$ cat src/rtl/edge_core_scheduler.sv
// Walks the edges of a job and splits each edge's features into per-core segments,
// packing segments into rounds of NUM_CORE cores and launching each round once it is full.
module edge_core_scheduler #(
  parameter int TOTAL_F    = 3703,
  parameter int NUM_CORE   = 64,
  parameter int F_PER_CORE = 32,
  parameter int EDGE_W     = 16,
  parameter int CW         = 7
) (
  input  logic              clk,
  input  logic              rst,
  input  logic              start,
  input  logic [EDGE_W-1:0] num_edges,
  output logic              seg_valid,
  input  logic              seg_ready,
  output logic [EDGE_W-1:0] seg_edge,
  output logic [11:0]       seg_f_lo,
  output logic [11:0]       seg_f_hi,
  output logic [CW-1:0]     seg_core_lo,
  output logic [CW-1:0]     seg_core_cnt,
  output logic              seg_last,
  output logic              launch,
  output logic [CW-1:0]     launch_cores,
  input  logic              round_done,
  output logic              busy,
  output logic              done,
  output logic [15:0]       round_cnt
);

  localparam int SH = $clog2(F_PER_CORE);

  typedef enum logic [1:0] {IDLE, ALLOC, LAUNCH, WAIT} state_t;

  state_t            state_reg;
  logic [EDGE_W-1:0] num_edges_reg;
  logic [EDGE_W-1:0] edge_idx_reg;
  logic [11:0]       f_pos_reg;
  logic [CW-1:0]     core_pos_reg;
  logic [15:0]       round_cnt_reg;
  logic              done_reg;

  // Segment descriptor depends only on registered state, so it holds steady under back-pressure.
  logic [11:0]   rem_f;
  logic [12:0]   need;
  logic [CW-1:0] free;
  logic          fits;
  logic [11:0]   span;
  logic [11:0]   f_hi_split;
  logic [11:0]   seg_hi;
  logic [CW-1:0] seg_cnt;
  logic [CW-1:0] core_after;
  logic          last_edge;
  logic          alloc;

  assign rem_f      = 12'(TOTAL_F) - f_pos_reg;
  assign need       = (13'(rem_f) + 13'(F_PER_CORE - 1)) >> SH;
  assign free       = CW'(NUM_CORE) - core_pos_reg;
  assign fits       = need <= 13'(free);
  assign span       = 12'(free) << SH;
  assign f_hi_split = f_pos_reg + span;
  assign seg_hi     = fits ? 12'(TOTAL_F) : f_hi_split;
  assign seg_cnt    = fits ? need[CW-1:0] : free;
  assign core_after = core_pos_reg + seg_cnt;
  assign last_edge  = (edge_idx_reg == num_edges_reg - EDGE_W'(1));
  assign alloc      = (state_reg == ALLOC);

  always_ff @(posedge clk) begin
    if (rst) begin
      state_reg     <= IDLE;
      num_edges_reg <= '0;
      edge_idx_reg  <= '0;
      f_pos_reg     <= '0;
      core_pos_reg  <= '0;
      round_cnt_reg <= '0;
      done_reg      <= 1'b0;
    end else begin
      done_reg <= 1'b0;
      case (state_reg)
        IDLE: begin
          if (start) begin
            num_edges_reg <= num_edges;
            edge_idx_reg  <= '0;
            f_pos_reg     <= '0;
            core_pos_reg  <= '0;
            round_cnt_reg <= '0;
            if (num_edges == '0) done_reg <= 1'b1;
            else                 state_reg <= ALLOC;
          end
        end
        ALLOC: begin
          if (seg_ready) begin
            core_pos_reg <= core_after;
            if (fits) begin
              edge_idx_reg <= edge_idx_reg + EDGE_W'(1);
              f_pos_reg    <= '0;
            end else begin
              f_pos_reg <= f_hi_split;
            end
            if (core_after == CW'(NUM_CORE) || (fits && last_edge))
              state_reg <= LAUNCH;
          end
        end
        LAUNCH: state_reg <= WAIT;
        WAIT: begin
          if (round_done) begin
            round_cnt_reg <= round_cnt_reg + 16'd1;
            core_pos_reg  <= '0;
            // edge_idx has already advanced past the final edge when the job is finished
            if (edge_idx_reg == num_edges_reg) begin
              done_reg  <= 1'b1;
              state_reg <= IDLE;
            end else begin
              state_reg <= ALLOC;
            end
          end
        end
        default: state_reg <= IDLE;
      endcase
    end
  end

  assign seg_valid    = alloc;
  assign seg_edge     = alloc ? edge_idx_reg : '0;
  assign seg_f_lo     = alloc ? f_pos_reg : '0;
  assign seg_f_hi     = alloc ? seg_hi : '0;
  assign seg_core_lo  = alloc ? core_pos_reg : '0;
  assign seg_core_cnt = alloc ? seg_cnt : '0;
  assign seg_last     = alloc & fits;
  assign launch       = (state_reg == LAUNCH);
  assign launch_cores = launch ? core_pos_reg : '0;
  assign busy         = (state_reg != IDLE);
  assign done         = done_reg;
  assign round_cnt    = round_cnt_reg;

endmodule

$ cat config.mk
export PLATFORM = sky130hd
export DESIGN_NAME = edge_core_scheduler
export DESIGN_NICKNAME = d
export VERILOG_FILES = /design/src/rtl/edge_core_scheduler.sv
export SDC_FILE = /design/constraint.sdc
export NUM_CORES = 1
export LEC_CHECK = 0
export CAP_MARGIN = 20
export CORE_ASPECT_RATIO = 1.25
export CORE_MARGIN = 3
export CORE_UTILIZATION = 48
export DETAILED_ROUTE_END_ITERATION = 10
export PLACE_DENSITY = 0.84
export SLEW_MARGIN = 10
export SYNTH_ARGS = -nofsm -noshare
export SYNTH_HDL_FRONTEND = slang
export SYNTH_SLANG_ARGS = --single-unit
export TNS_END_PERCENT = 50
$ cat constraint.sdc
create_clock -name clk -period 9.45 [get_ports clk]
set_input_delay 1.4175 -clock clk [delete_from_list [all_inputs] [get_ports clk]]
set_output_delay 1.4175 -clock clk [all_outputs]
set_load 0.02 [all_outputs]
==> run summary <==
Max Slew Vio Count: 0
distinct cell type count after synthesis: 69
setup TNS: 0 ns
period utilization: 0.622
htree depth: 3
register clock-pin slew on the reported worst setup and hold paths: 0.06 ns
sequential cell area: 1300 um2
critical path class: flop to flop
Synth Warn #: 0
top cells by area, synth: dfxtp_1, ha_1, xor2_1
Fillers: 882
Synth top cells by count: nor2_1, dfxtp_1, nand2_1
R2R setup slack: 3.58 ns
via count: 4,989
Detailed Place HPWL: 10.8 mm
Std-Cell Rows: 41
Hold WC Path Type: flop to flop
Hold Startpoint: num_edges_reg[15]$_SDFFE_PP0P_
initial antenna violation count: 0
RSZ-0062 raised after global routing: no
asr flop ratio synth: 0
Pleak: 0.00240 uW
R2R Path End: state_reg[0]$_SDFFE_PP0P_
CTS tree: built
Max-cap violations: 0
final net count: 782
Min-Delay Endpoint: num_edges_reg[15]$_SDFFE_PP0P_
Die Span Y: 120 um
Final Hold Fails: 0
Avg WL per Cell: 16.7 um
post-synthesis register bit count: 65
Initial Util: 0.495
post-route ant nets: 0
largest net degree at the start of global routing: 45
TritonRoute pass-1 iters: 5
Syn Inst Count: 649
first-pass GRT wire length: 23.5 mm
Avg Cell Area, Syn: 7.75 um2
Cell Pwr Density: 303 nW/um2
worst reg2reg startpoint: f_pos_reg[5]$_SDFFE_PP0P_
Startpoint Class: flop
share of cells above drive strength 1: 0.0477
WL final: 14.4 mm
Worst Setup End Kind: flop
final setup fails: 0
clk root buf: clkbuf_16
Non-Filler Instances: 863
required time of the critical path: 9.67 ns
Via-to-Cell Ratio: 5.78
Core ar.: 10,200 um2
sequential area share after synthesis: 0.259
leading register cell type out of synthesis: dfxtp_1
PortBufs: 96
number of synthesized flops with an enable pin: 0
die area: 11,800 um2
CP Data Arrival Time: 6.09 ns
Mapped Area: 5030 um2
status: finished, final reports clean
n_diodes: 0
area grow syn2layout: 24.7%
DR iter-0 viols: 234
Total Routing Usage GR: 0.240
drt drc: 0
count leader, synth: nor2_1
met2 Use GR: 0.430
busiest grt layer: met2
Setup Fix Bufs, Post-CTS: 0
io pins: 103
Clk Latency, worst-skew pair: 0.34 ns
skew final: 0.00697 ns
cts repair resizes: 0
met3 usage: 0.0300
Post-CTS Hold Fix Bufs: 0
Max Clk Rate: 170 MHz
worst r2r path cells: 20
Sink Count: 65
Slew headroom: 0.335
worst vdd rail ir drop: 257 uV
Worst-Margin Slew: 0.991 ns
total CTS buffers: 9
area leader, netlist: dfxtp_1
crit-path max FO: 14
share of the synthesized area in the top cell type: 0.259
post-route minimum period: 5.87 ns
hold depth: 2
Multi-input gate area: 3420 um2
gr ovfl total: 0
vias in the first global route: 4,939
GR Util met1: 0.280
placer congestion estimate: 0.906
Die Width: 97.6 um
Cells after DPL: 847
Max Buffers Root-to-Sink: 2
-- cells in the final DEF, fill, tap and decap left out, types with 3 or more instances in the layout --
master | netlist | routed
a21o_1 | 5 | 5
xnor2_1 | 26 | 26
and3_1 | 11 | 11
a211oi_1 | 3 | 3
clkdlybuf4s50_1 | 0 | 96
clkbuf_8 | 2 | 3
a22oi_1 | 8 | 8
o21ai_0 | 21 | 20
a21oi_1 | 33 | 33
nand3_1 | 28 | 28
or4_1 | 3 | 3
nand4_1 | 14 | 14
o21ai_1 | 2 | 3
o211ai_1 | 5 | 5
dfxtp_1 | 65 | 65
nor3_1 | 17 | 17
a311oi_1 | 4 | 4
nor4_1 | 10 | 10
buf_4 | 9 | 3
nor3b_1 | 5 | 5
a21boi_0 | 4 | 4
or3_1 | 11 | 11
clkbuf_16 | 0 | 9
and2_1 | 38 | 38
nor2_1 | 73 | 73
nor2b_1 | 9 | 9
xor2_1 | 38 | 38
and4_1 | 4 | 4
a32oi_1 | 4 | 4
conb_1 | 1 | 6
nand2_1 | 64 | 64
ha_1 | 30 | 30
inv_1 | 27 | 27
or4b_1 | 3 | 3
mux2i_1 | 3 | 3
nand2b_1 | 5 | 5
-- cells by family (layout without fill, tap and decap cells) --
family          after synthesis  in the layout  synth area share
compound gates              115            115             0.163
fa+ha+maj                    32             32            0.0826
buf+inv                      63            143            0.0647
flops                        65             65             0.259
other cells                   1              6          0.000746
simple gates                306            306             0.313
xor+xnor                     64             64             0.111
mux                           3              3           0.00597
-- power breakdown --
part | internal, uW | total, uW | switching (uW)
clock | 201 | 330 | 129
combinational | 469 | 1230 | 758
sequential | 300 | 344 | 44.7
-- critical path, cell delays in order, from the launching register on --
cell and delay (ns):
dfxtp_1 0.47, inv_1 0.13, ha_1 0.25, nor2b_1 0.21, nor3_1 0.10, xor2_1 0.22, ha_1 0.29, nand4_1 0.13
o21bai_1 0.18, a31oi_1 0.19, nor2_1 0.67, o21ai_0 0.28, ha_1 0.28, fa_1 0.41, a211oi_1 0.33, nor2_1 0.14
o311ai_1 0.51, nand2b_1 0.15, a211o_1 0.29, a41o_1 0.25, a221o_1 0.28
-- cell type report --
| class | instances | area share |
|---|---|---|
| Clock buffer | 12 | 0.0425 |
| Sequential cell | 65 | 0.207 |
| Tap cell | 129 | 0.0257 |
| Clock inverter | 4 | 0.00519 |
| Timing Repair Buffer | 99 | 0.157 |
| Inverter | 28 | 0.0168 |
| Multi-Input combinational cell | 526 | 0.546 |
-- how the worst max path moves through the flow --
stage | from | to | slack [ns] | cells after the start
finish | f_pos_reg[5]$_SDFFE_PP0P_ | state_reg[0]$_SDFFE_PP0P_ | 3.58 | 20
global placement | core_pos_reg[0]$_SDFFE_PP0P_ | state_reg[0]$_SDFFE_PP0P_ | 4.00 | 18
global route | core_pos_reg[0]$_SDFFE_PP0P_ | state_reg[0]$_SDFFE_PP0P_ | 3.11 | 18
CTS | core_pos_reg[0]$_SDFFE_PP0P_ | state_reg[0]$_SDFFE_PP0P_ | 3.66 | 18
floorplan | core_pos_reg[0]$_SDFFE_PP0P_ | state_reg[0]$_SDFFE_PP0P_ | 4.54 | 19
detailed placement | core_pos_reg[0]$_SDFFE_PP0P_ | state_reg[0]$_SDFFE_PP0P_ | 3.71 | 18
-- routing by layer --
| layer | routed length [um] | up-vias |
|---|---|---|
| met1 | 5840 | 2353 |
| met2 | 7340 | 167 |
| met3 | 723 | 44 |
| met4 | 498 | 0 |
| li1 | - | 2425 |
| met5 | 0 | - |
-- through the flow --
step | worst slack (ns) | cell area [um2] | hold slack, ns | total power (uW) | util
finish | 3.58 | 6270 | 0.474 | 1900 | 0.618
floorplan | 4.54 | 5050 | 0.448 | 1240 | -
global placement | 4.00 | 5970 | 0.469 | 1530 | 0.588
global route | 3.11 | 6270 | 0.510 | 2040 | 0.618
CTS | 3.66 | 6270 | 0.471 | 1890 | 0.618
detailed placement | 3.71 | 5970 | 0.463 | 1550 | 0.588
(Power assumes the default switching activity.)
